==> src/rtl/prog_loader_if.sv <==
`default_nettype none
// +--------------------------------------------------------------------------+
// | Module   : prog_loader_if                                                |
// | Purpose  : Image stream, RAM write port and CPU control bundle for       |
// |            prog_loader.                                                  |
// | Revision : 1.0                                                           |
// +--------------------------------------------------------------------------+
interface prog_loader_if #(
    parameter int ADDR_W = 13,
    parameter int DATA_W = 8
);
    logic              start;
    logic [ADDR_W-1:0] len;
    logic              abort;
    logic              in_valid;
    logic [DATA_W-1:0] in_data;
    logic              in_ready;
    logic              mem_sel;
    logic              mem_wr;
    logic [ADDR_W-1:0] mem_addr;
    logic [DATA_W-1:0] mem_data;
    logic              cpu_rst;
    logic              cpu_halt;
    logic              busy;
    logic              done;
    logic              err;
    logic [15:0]       run_cycles;

    modport master (
        input  start, len, abort, in_valid, in_data, cpu_halt,
        output in_ready, mem_sel, mem_wr, mem_addr, mem_data, cpu_rst,
               busy, done, err, run_cycles
    );

    modport slave (
        output start, len, abort, in_valid, in_data, cpu_halt,
        input  in_ready, mem_sel, mem_wr, mem_addr, mem_data, cpu_rst,
               busy, done, err, run_cycles
    );
endinterface
`default_nettype wire

==> src/rtl/prog_loader.sv <==
`default_nettype none
// +--------------------------------------------------------------------------+
// | Module   : prog_loader                                                   |
// | Purpose  : Streams a program image into RAM, releases the CPU and        |
// |            supervises the run until halt or timeout.                     |
// | Revision : 1.0                                                           |
// +--------------------------------------------------------------------------+
module prog_loader #(
    parameter int                ADDR_W    = 13,
    parameter int                DATA_W    = 8,
    parameter logic [ADDR_W-1:0] LOAD_BASE = '0,
    parameter logic [15:0]       TIMEOUT   = 16'hFFFF
) (
    input  wire logic     clk,
    input  wire logic     rst,
    prog_loader_if.master bus
);

    localparam logic [2:0] c_idle   = 3'd0;
    localparam logic [2:0] c_load   = 3'd1;
    localparam logic [2:0] c_drain  = 3'd2;
    localparam logic [2:0] c_run    = 3'd3;
    localparam logic [2:0] c_halted = 3'd4;

    localparam logic [ADDR_W-1:0] c_addr_one = {{(ADDR_W-1){1'b0}}, 1'b1};
    localparam logic [15:0]       c_run_max  = 16'hFFFF;

    logic [2:0]        r_state;
    logic [ADDR_W-1:0] r_addr;
    logic [ADDR_W-1:0] r_remaining;
    logic              r_mem_sel;
    logic              r_mem_wr;
    logic [ADDR_W-1:0] r_mem_addr;
    logic [DATA_W-1:0] r_mem_data;
    logic              r_cpu_rst;
    logic              r_busy;
    logic              r_done;
    logic              r_err;
    logic [15:0]       r_run_cycles;
    logic              r_run_first;

    logic              w_active;
    logic              w_accept;
    logic [15:0]       w_run_next;
    logic              w_timeout;

    assign w_active   = (r_state == c_load) || (r_state == c_drain) || (r_state == c_run);
    assign w_accept   = (r_state == c_load) && bus.in_valid && !bus.abort;
    assign w_run_next = (r_run_cycles == c_run_max) ? r_run_cycles : r_run_cycles + 16'd1;
    assign w_timeout  = (w_run_next >= TIMEOUT);

    always_ff @(posedge clk or posedge rst) begin
        if (rst) begin
            r_state      <= c_idle;
            r_addr       <= '0;
            r_remaining  <= '0;
            r_mem_sel    <= 1'b1;
            r_mem_wr     <= 1'b0;
            r_mem_addr   <= '0;
            r_mem_data   <= '0;
            r_cpu_rst    <= 1'b1;
            r_busy       <= 1'b0;
            r_done       <= 1'b0;
            r_err        <= 1'b0;
            r_run_cycles <= '0;
            r_run_first  <= 1'b0;
        end else begin
            // Write strobe is a single-cycle pulse per accepted byte.
            r_mem_wr <= 1'b0;
            if (w_active && bus.abort) begin
                r_state     <= c_idle;
                r_err       <= 1'b1;
                r_cpu_rst   <= 1'b1;
                r_mem_sel   <= 1'b1;
                r_busy      <= 1'b0;
                r_done      <= 1'b0;
                r_run_first <= 1'b0;
            end else begin
                case (r_state)
                    c_idle, c_halted: begin
                        if (bus.start) begin
                            if (bus.len != '0) begin
                                r_state     <= c_load;
                                r_err       <= 1'b0;
                                r_addr      <= LOAD_BASE;
                                r_remaining <= bus.len;
                                r_cpu_rst   <= 1'b1;
                                r_mem_sel   <= 1'b1;
                                r_busy      <= 1'b1;
                                r_done      <= 1'b0;
                            end else begin
                                r_err <= 1'b1;
                            end
                        end
                    end
                    c_load: begin
                        if (w_accept) begin
                            r_mem_wr    <= 1'b1;
                            r_mem_addr  <= r_addr;
                            r_mem_data  <= bus.in_data;
                            r_addr      <= r_addr + c_addr_one;
                            r_remaining <= r_remaining - c_addr_one;
                            if (r_remaining == c_addr_one) begin
                                r_state <= c_drain;
                            end
                        end
                    end
                    c_drain: begin
                        r_state      <= c_run;
                        r_mem_sel    <= 1'b0;
                        r_cpu_rst    <= 1'b0;
                        r_run_cycles <= '0;
                        r_run_first  <= 1'b1;
                    end
                    c_run: begin
                        r_run_first  <= 1'b0;
                        r_run_cycles <= w_run_next;
                        // Halt outranks a coincident timeout; the first cycle's halt is stale.
                        if (bus.cpu_halt && !r_run_first) begin
                            r_state <= c_halted;
                            r_busy  <= 1'b0;
                            r_done  <= 1'b1;
                        end else if (w_timeout) begin
                            r_state   <= c_halted;
                            r_busy    <= 1'b0;
                            r_done    <= 1'b1;
                            r_err     <= 1'b1;
                            r_cpu_rst <= 1'b1;
                        end
                    end
                    default: begin
                        r_state <= c_idle;
                    end
                endcase
            end
        end
    end

    assign bus.in_ready   = (r_state == c_load) && !bus.abort;
    assign bus.mem_sel    = r_mem_sel;
    assign bus.mem_wr     = r_mem_wr;
    assign bus.mem_addr   = r_mem_addr;
    assign bus.mem_data   = r_mem_data;
    assign bus.cpu_rst    = r_cpu_rst;
    assign bus.busy       = r_busy;
    assign bus.done       = r_done;
    assign bus.err        = r_err;
    assign bus.run_cycles = r_run_cycles;

endmodule
`default_nettype wire

==> src/flat_wrapper.sv <==
// flat-port wrapper written by rule: the top's interface ports become plain ports
module prog_loader_flat 
#(
    parameter int                ADDR_W    = 13,
    parameter int                DATA_W    = 8,
    parameter logic [ADDR_W-1:0] LOAD_BASE = '0,
    parameter logic [15:0]       TIMEOUT   = 16'hFFFF
)
  (clk, rst, bus_start, bus_len, bus_abort, bus_in_valid, bus_in_data, bus_cpu_halt, bus_in_ready, bus_mem_sel, bus_mem_wr, bus_mem_addr, bus_mem_data, bus_cpu_rst, bus_busy, bus_done, bus_err, bus_run_cycles);
  prog_loader_if #(.ADDR_W(ADDR_W), .DATA_W(DATA_W)) bus_i ();
  input  wire logic clk;
  input  wire logic rst;
  input wire logic [$bits(bus_i.start)-1:0] bus_start;
  input wire logic [$bits(bus_i.len)-1:0] bus_len;
  input wire logic [$bits(bus_i.abort)-1:0] bus_abort;
  input wire logic [$bits(bus_i.in_valid)-1:0] bus_in_valid;
  input wire logic [$bits(bus_i.in_data)-1:0] bus_in_data;
  input wire logic [$bits(bus_i.cpu_halt)-1:0] bus_cpu_halt;
  output wire logic [$bits(bus_i.in_ready)-1:0] bus_in_ready;
  output wire logic [$bits(bus_i.mem_sel)-1:0] bus_mem_sel;
  output wire logic [$bits(bus_i.mem_wr)-1:0] bus_mem_wr;
  output wire logic [$bits(bus_i.mem_addr)-1:0] bus_mem_addr;
  output wire logic [$bits(bus_i.mem_data)-1:0] bus_mem_data;
  output wire logic [$bits(bus_i.cpu_rst)-1:0] bus_cpu_rst;
  output wire logic [$bits(bus_i.busy)-1:0] bus_busy;
  output wire logic [$bits(bus_i.done)-1:0] bus_done;
  output wire logic [$bits(bus_i.err)-1:0] bus_err;
  output wire logic [$bits(bus_i.run_cycles)-1:0] bus_run_cycles;
  assign bus_i.start = bus_start;
  assign bus_i.len = bus_len;
  assign bus_i.abort = bus_abort;
  assign bus_i.in_valid = bus_in_valid;
  assign bus_i.in_data = bus_in_data;
  assign bus_i.cpu_halt = bus_cpu_halt;
  assign bus_in_ready = bus_i.in_ready;
  assign bus_mem_sel = bus_i.mem_sel;
  assign bus_mem_wr = bus_i.mem_wr;
  assign bus_mem_addr = bus_i.mem_addr;
  assign bus_mem_data = bus_i.mem_data;
  assign bus_cpu_rst = bus_i.cpu_rst;
  assign bus_busy = bus_i.busy;
  assign bus_done = bus_i.done;
  assign bus_err = bus_i.err;
  assign bus_run_cycles = bus_i.run_cycles;
  prog_loader #(.ADDR_W(ADDR_W), .DATA_W(DATA_W), .LOAD_BASE(LOAD_BASE), .TIMEOUT(TIMEOUT)) u_core (.clk(clk), .rst(rst), .bus(bus_i));
endmodule
==> config.mk <==
export PLATFORM = sky130hd
export DESIGN_NAME = prog_loader_flat
export DESIGN_NICKNAME = d
export VERILOG_FILES = /design/src/rtl/prog_loader_if.sv /design/src/rtl/prog_loader.sv /design/src/flat_wrapper.sv
export SDC_FILE = /design/constraint.sdc
export NUM_CORES = 1
export LEC_CHECK = 0
export CAP_MARGIN = 20
export CORE_UTILIZATION = 57
export CTS_CLUSTER_SIZE = 10
export DETAILED_ROUTE_END_ITERATION = 10
export PLACE_DENSITY_LB_ADDON = 0.2
export SYNTH_ARGS = -nofsm -noshare
export SYNTH_HDL_FRONTEND = slang
export SYNTH_SLANG_ARGS = --single-unit
==> constraint.sdc <==
create_clock -name clk -period 4.2 [get_ports clk]
set_input_delay 1.05 -clock clk [delete_from_list [all_inputs] [get_ports clk]]
set_output_delay 1.05 -clock clk [all_outputs]
set_load 0.05 [all_outputs]
==> results by group <==
Power
  • Worst IR Drop VDD: 0.405 mV
  • Combinational share of power: roughly 42%
  • Switch Pwr: roughly 1.3 mW
  • Internal power: 1.64 mW
  • Pleak: 2.09 nW
  • Flop pwr share: a little under two fifths
  • PwrDens: 589 mW/mm^2
  • Clk pwr share: about a fifth
  • Sw Ratio: between 40% and 50%

Floorplanning
  • Die H: roughly 86 um
  • Core area: just under 0.007 mm^2
  • Io pins: a little over 70
  • Standard-cell rows: 30
  • DIE WIDTH: 86.2 um
  • Die Area: about 0.0074 mm^2
  • Starting Density: 59.2%

Timing
  • RSZ-0062 raised after global routing: no
  • Period utilisation layout: approximately 80%
  • Period minus WS final: approximately 3.3 ns
  • Final hold violations: 0
  • Final setup vio count: 0
  • Fmax: 303 MHz
  • Setup TNS: 0 ns
  • Slew margin rel.: 37.7%
  • Pins Over Slew Limit: 0
  • Worst slew pin tran: between 0.9 and 1 ns
  • Setup Skew: 0.00613 ns

CTS
  • # hold bufs at CTS: 0
  • Clk root buf: clkbuf_8
  • Post-cts resize count: 0
  • Worst skew pair latency: ~0.34 ns
  • CTS max path bufs: 2
  • Reg clk slew, reported paths: about 0.08 ns
  • Postcts setup bufs: 0
  • TritonCTS Sinks: between 70 and 80
  • Total CTS buffers: 9
  • CTS tree: yes
  • CTS HTree Levels: 3

Yosys
  • Net Count, Synth: ~500
  • Mapped cell area: roughly 0.004 mm^2
  • FF+latch count, synth: 73
  • Synth Flop Type: dfrtp_1
  • Distinct cell type count after synthesis: 67
  • Yosys top cell area share: about 44%
  • Number of synthesized flops with an enable pin: 0
  • Async SR Flop Fraction: 100%
  • Seq/Total Area, Yosys: around 45%
  • Post-Synthesis Cells: between 400 and 500
  • Top post-synthesis cells by area: dfrtp_1 44%, nand2_1 9.0%, o21ai_0 5.9%, nor2_1 3.4%, a21oi_1 3.1%
  • Synthesized area per cell: just under 9 um^2
  • Ys Warns: 0
  • Cell taking the most area after synthesis: dfrtp_1

Route
  • Wire per inst: 15.4 um
  • Residual DRC count: 0
  • TritonRoute pass-1 iters: 5
  • Vias: ~3800
  • Initial DRC Count: around 320
  • DRT antenna net count: 0
  • Vias per cell: approximately 6.0
  • Post-Route WL: just under 10000 um

Run status
  • Status: complete, no violations

GRT
  • Initial antenna violation count: 0
  • Gr ovfl total: 0
  • GRT Util Overall: around 28%
  • First-pass GRT wire length: between 15000 and 20000 um
  • Largest net degree at the start of global routing: 74
  • Number of global-route vias before repair: about 3500

Worst setup path
  • Setup crit start kind: primary input
  • Worst EP arrival: approximately 2.3 ns
  • Setup CP Type: in2out
  • CP endpoint kind: primary output
  • CP Cell Sequence: clkdlybuf4s50_1 > nor4b_4 > buf_4
  • CP max FO: 8
  • Critical Path RT: around 3.2 ns
  • CP peak stage delay: roughly 0.55 ns
  • Slowest cell on crit path: clkdlybuf4s50_1

Final layout
  • Antenna cells: 0
  • Layout Cells excl Fill: 625
  • Nets: roughly 560
  • Synthesis-to-finish area growth: 22.8%
  • Share of layout cells above drive strength 1: between 8 and 9%

Placed design
  • PortBufs: 70
  • Placed instance count: between 600 and 700
  • Placer Congestion: approximately 0.94
  • DP Wirelength: approximately 6600 um

Min path
  • Worst Hold Class: reg2reg

Run
  • Max-Cap Viols: 0
==> synthesized netlist by cell type (all sizes together), types with 2 or more instances <==
master / count
a21oi: 25
mux2: 2
nand4: 13
and4: 5
a21boi: 2
a21o: 3
xor2: 5
a22o: 11
nand2: 97
nor2: 37
nor3: 14
dfstp: 2
xnor2: 3
a211oi: 3
or3: 4
a32oi: 5
clkbuf: 20
dfrtp: 71
o31ai: 3
nor4: 5
nor4b: 2
buf: 10
o21ai: 49
and3: 7
inv: 10
nand3: 22
nand2b: 3
a22oi: 4
a31oi: 2
a31o: 3
and2: 3
o22ai: 2
ha: 4
==> cells by family (layout without fill, tap and decap cells) <==
family | after synthesis | after routing | synth area share (%)
AND/OR/NAND/NOR | 216 | 216 | 26.5
AO/OA/AOI/OAI | 123 | 123 | 19.3
flip-flops | 73 | 73 | 45.2
buffers and inverters | 40 | 102 | 5.20
XOR/XNOR | 8 | 8 | 1.73
adder cells (fa/ha/maj) | 4 | 4 | 1.24
multiplexers | 3 | 3 | 0.804
==> cell type report <==
type | count | area, um^2
clock inverter | 6 | 90.1
clock buffer | 10 | 128
fill | 540 | 1870
sequential | 73 | 1830
multi-input combinational | 354 | 2000
timing repair buffer | 76 | 756
tap | 96 | 120
inverter | 10 | 37.5
==> worst max-delay path, delay by kind of cell <==
kind	cells	cell delay [ns]
buffers and inverters	2	0.82
AND/OR/NAND/NOR	1	0.38
==> power by group through the flow <==
stage | logic [mW] | registers (mW) | clock network, mW
6_report | 1.23 | 1.08 | 0.609
5_1_grt | 1.34 | 1.12 | 0.651
4_1_cts | 1.22 | 1.08 | 0.618
3_5_place_dp | 1.22 | 1.09 | 0
3_3_place_gp | 1.20 | 1.09 | 0
2_1_floorplan | 0.657 | 1.31 | 0
==> placed cells by master, fill, tap and decap left out, types with 9 or more instances in the layout <==
cell,n
nor2_1,37
nand4_1,12
a22o_1,10
nor3_1,12
clkbuf_8,9
nand2_1,97
o21ai_0,48
a21oi_1,25
nand3_1,21
dfrtp_1,71
clkdlybuf4s50_1,69
==> through the flow <==
stage	hold slack, ns	total power [mW]	util [%]	cell area, um^2	setup slack [ns]
after floorplan	0.448	1.97	-	4040	1.01
after global placement	0.458	2.28	69.5	4750	0.860
after detailed placement	0.462	2.31	69.5	4750	0.766
after CTS	0.482	2.92	72.7	4960	0.912
after global routing	0.509	3.11	72.7	4960	0.873
final	0.475	2.92	72.7	4960	0.895
==> registers in the layout, indices dropped and copies added (netlist names) <==
signal / count
u_core.bus.busy: 1
u_core.bus.cpu_rst: 1
u_core.bus.done: 1
u_core.bus.err: 1
u_core.bus.mem_addr: 13
u_core.bus.mem_data: 8
u_core.bus.mem_sel: 1
u_core.bus.mem_wr: 1
u_core.bus.run_cycles: 16
u_core.r_addr: 13
u_core.r_remaining: 13
u_core.r_run_first: 1
u_core.r_state: 3
==> per-layer routing <==
| metal | part of all wire (%) | vias up | GRT usage [%] | wire length, um |
|---|---|---|---|---|
| li1 | - | 1786 | - | - |
| met1 | 45 | 1790 | 40.3 | 4340 |
| met2 | 46 | 168 | 43.1 | 4390 |
| met3 | 7.3 | 21 | 5.24 | 704 |
| met4 | 1.8 | 0 | 10.8 | 177 |
| met5 | 0 | - | 0 | 0 |
==> path summary, 6_finish.rpt <==
path,start,to,slack [ns],cells after the start
setup / recovery,bus_abort,bus_in_ready,0.90,3
setup reg to reg,u_core.bus.run_cycles[0],u_core.r_state[1],1.12,8
hold reg to reg,u_core.bus.mem_addr[11],u_core.bus.mem_addr[11],0.48,2
min in group asynchronous,rst,u_core.bus.mem_data[0],1.11,3
max in group asynchronous,rst,u_core.bus.mem_sel,2.75,3
hold / removal,u_core.bus.mem_addr[11],u_core.bus.mem_addr[11],0.48,2
No activity file was read; power rests on OpenSTA's default activity.
==> edit (same flow settings) <==
Reset style: synchronous (`rst`), changed in one clocked block.
--- a/src/rtl/prog_loader.sv
+++ b/src/rtl/prog_loader.sv
@@ -49,7 +49,7 @@
     assign w_run_next = (r_run_cycles == c_run_max) ? r_run_cycles : r_run_cycles + 16'd1;
     assign w_timeout  = (w_run_next >= TIMEOUT);
 
-    always_ff @(posedge clk or posedge rst) begin
+    always_ff @(posedge clk) begin
         if (rst) begin
             r_state      <= c_idle;
             r_addr       <= '0;
Formal check against the unedited RTL: differs if rst is asserted again (counterexample within 4 cycles, from zero or initial values and one cycle with rst high); with rst held inactive, the same outputs for 4 cycles.
==> edit against the original RTL <==
- the flow now finishes with violations (DRC)
- final area decreased by 5.8%
- sequential cell count is the same
- area after synthesis is 4.7% lower
- total power is 23% lower
- maximum frequency is 8.7% lower
- utilization increased by 0.11 points
- wire length is 0.31% higher
- non-clock buffer count increased by 3
- via count rose by 2.2%
- sequential share of layout area is 5.6 points lower
- global-route usage is 0.51 points lower
- worst setup slack got worse by 310 ps
- critical path depth unchanged
- critical path type unchanged
- largest power group is now sequential cells
==> edit: results <==
[final_layout]
fill_cells = 537
final_net_count = 577
drive_gt1_share_pct = 7.804

[grt]
grt_pass1_vias = 3458

[routing]
drt_iter0_markers = 252
vias = 3846
routedWlPerCell_um = 15.35
met3WireLength_um = 614
route.detailed.drc = 10

[critical_path]
crit_fanout = 9
r2r_end = "u_core.r_state[2]$_SDFFE_PP0P_"
arrival_ps = 2570

[placed_design]
place_congestion = 0.9100
dpl.cell_count = 612
place_ws_ps = 589.8

[status]
violations = "DRC"
outcome = "finished, violations left"

[timing]
finClkSkew_ps = 11.64
holdWs_ps = 456.5
fin_crit_sh_pct = 86.17

[hold_path]
min_to = "u_core.bus.mem_data[4]$_SDFFE_PP0P_"
min_from = "u_core.bus.mem_data[4]$_SDFFE_PP0P_"

[power]
vdd_drop_max_mv = 0.3703

[synthesis]
synth_compound_area_share_pct = 22.60
synth_xor_xnor_area_share_pct = 3.183
ys_seq_area_share_pct = 37.93
-- edit: layer usage --
layer | GRT usage [%] | vias to the layer above
met1 | 34.45 | 1806
met3 | 5.408 | 26
met2 | 47.02 | 146
met5 | 0 | -
met4 | 12.07 | 0
li1 | - | 1868
-- edit: layout make-up --
cell class / instances / area share (%)
sequential: 73 / 31.26
multi-input combinational: 374 / 45.18
timing repair buffer: 79 / 16.33
tap: 77 / 2.061
inverter: 9 / 0.7227
clock inverter: 6 / 1.499
clock buffer: 10 / 2.944
-- edit: report_power, final --
part / switching, mW / internal [mW] / leakage (nW)
sequential: 0.0806 / 0.772 / 0.592
clock: 0.287 / 0.298 / 0.108
combinational: 0.511 / 0.302 / 0.873
total: 0.879 / 1.37 / 1.57
-- edit: logic make-up after synthesis --
logic type,Yosys count
AO/OA/AOI/OAI,136
AND/OR/NAND/NOR,217
flip-flops,73
multiplexers,2
buffers and inverters,47
XOR/XNOR,14
adder cells (fa/ha/maj),5
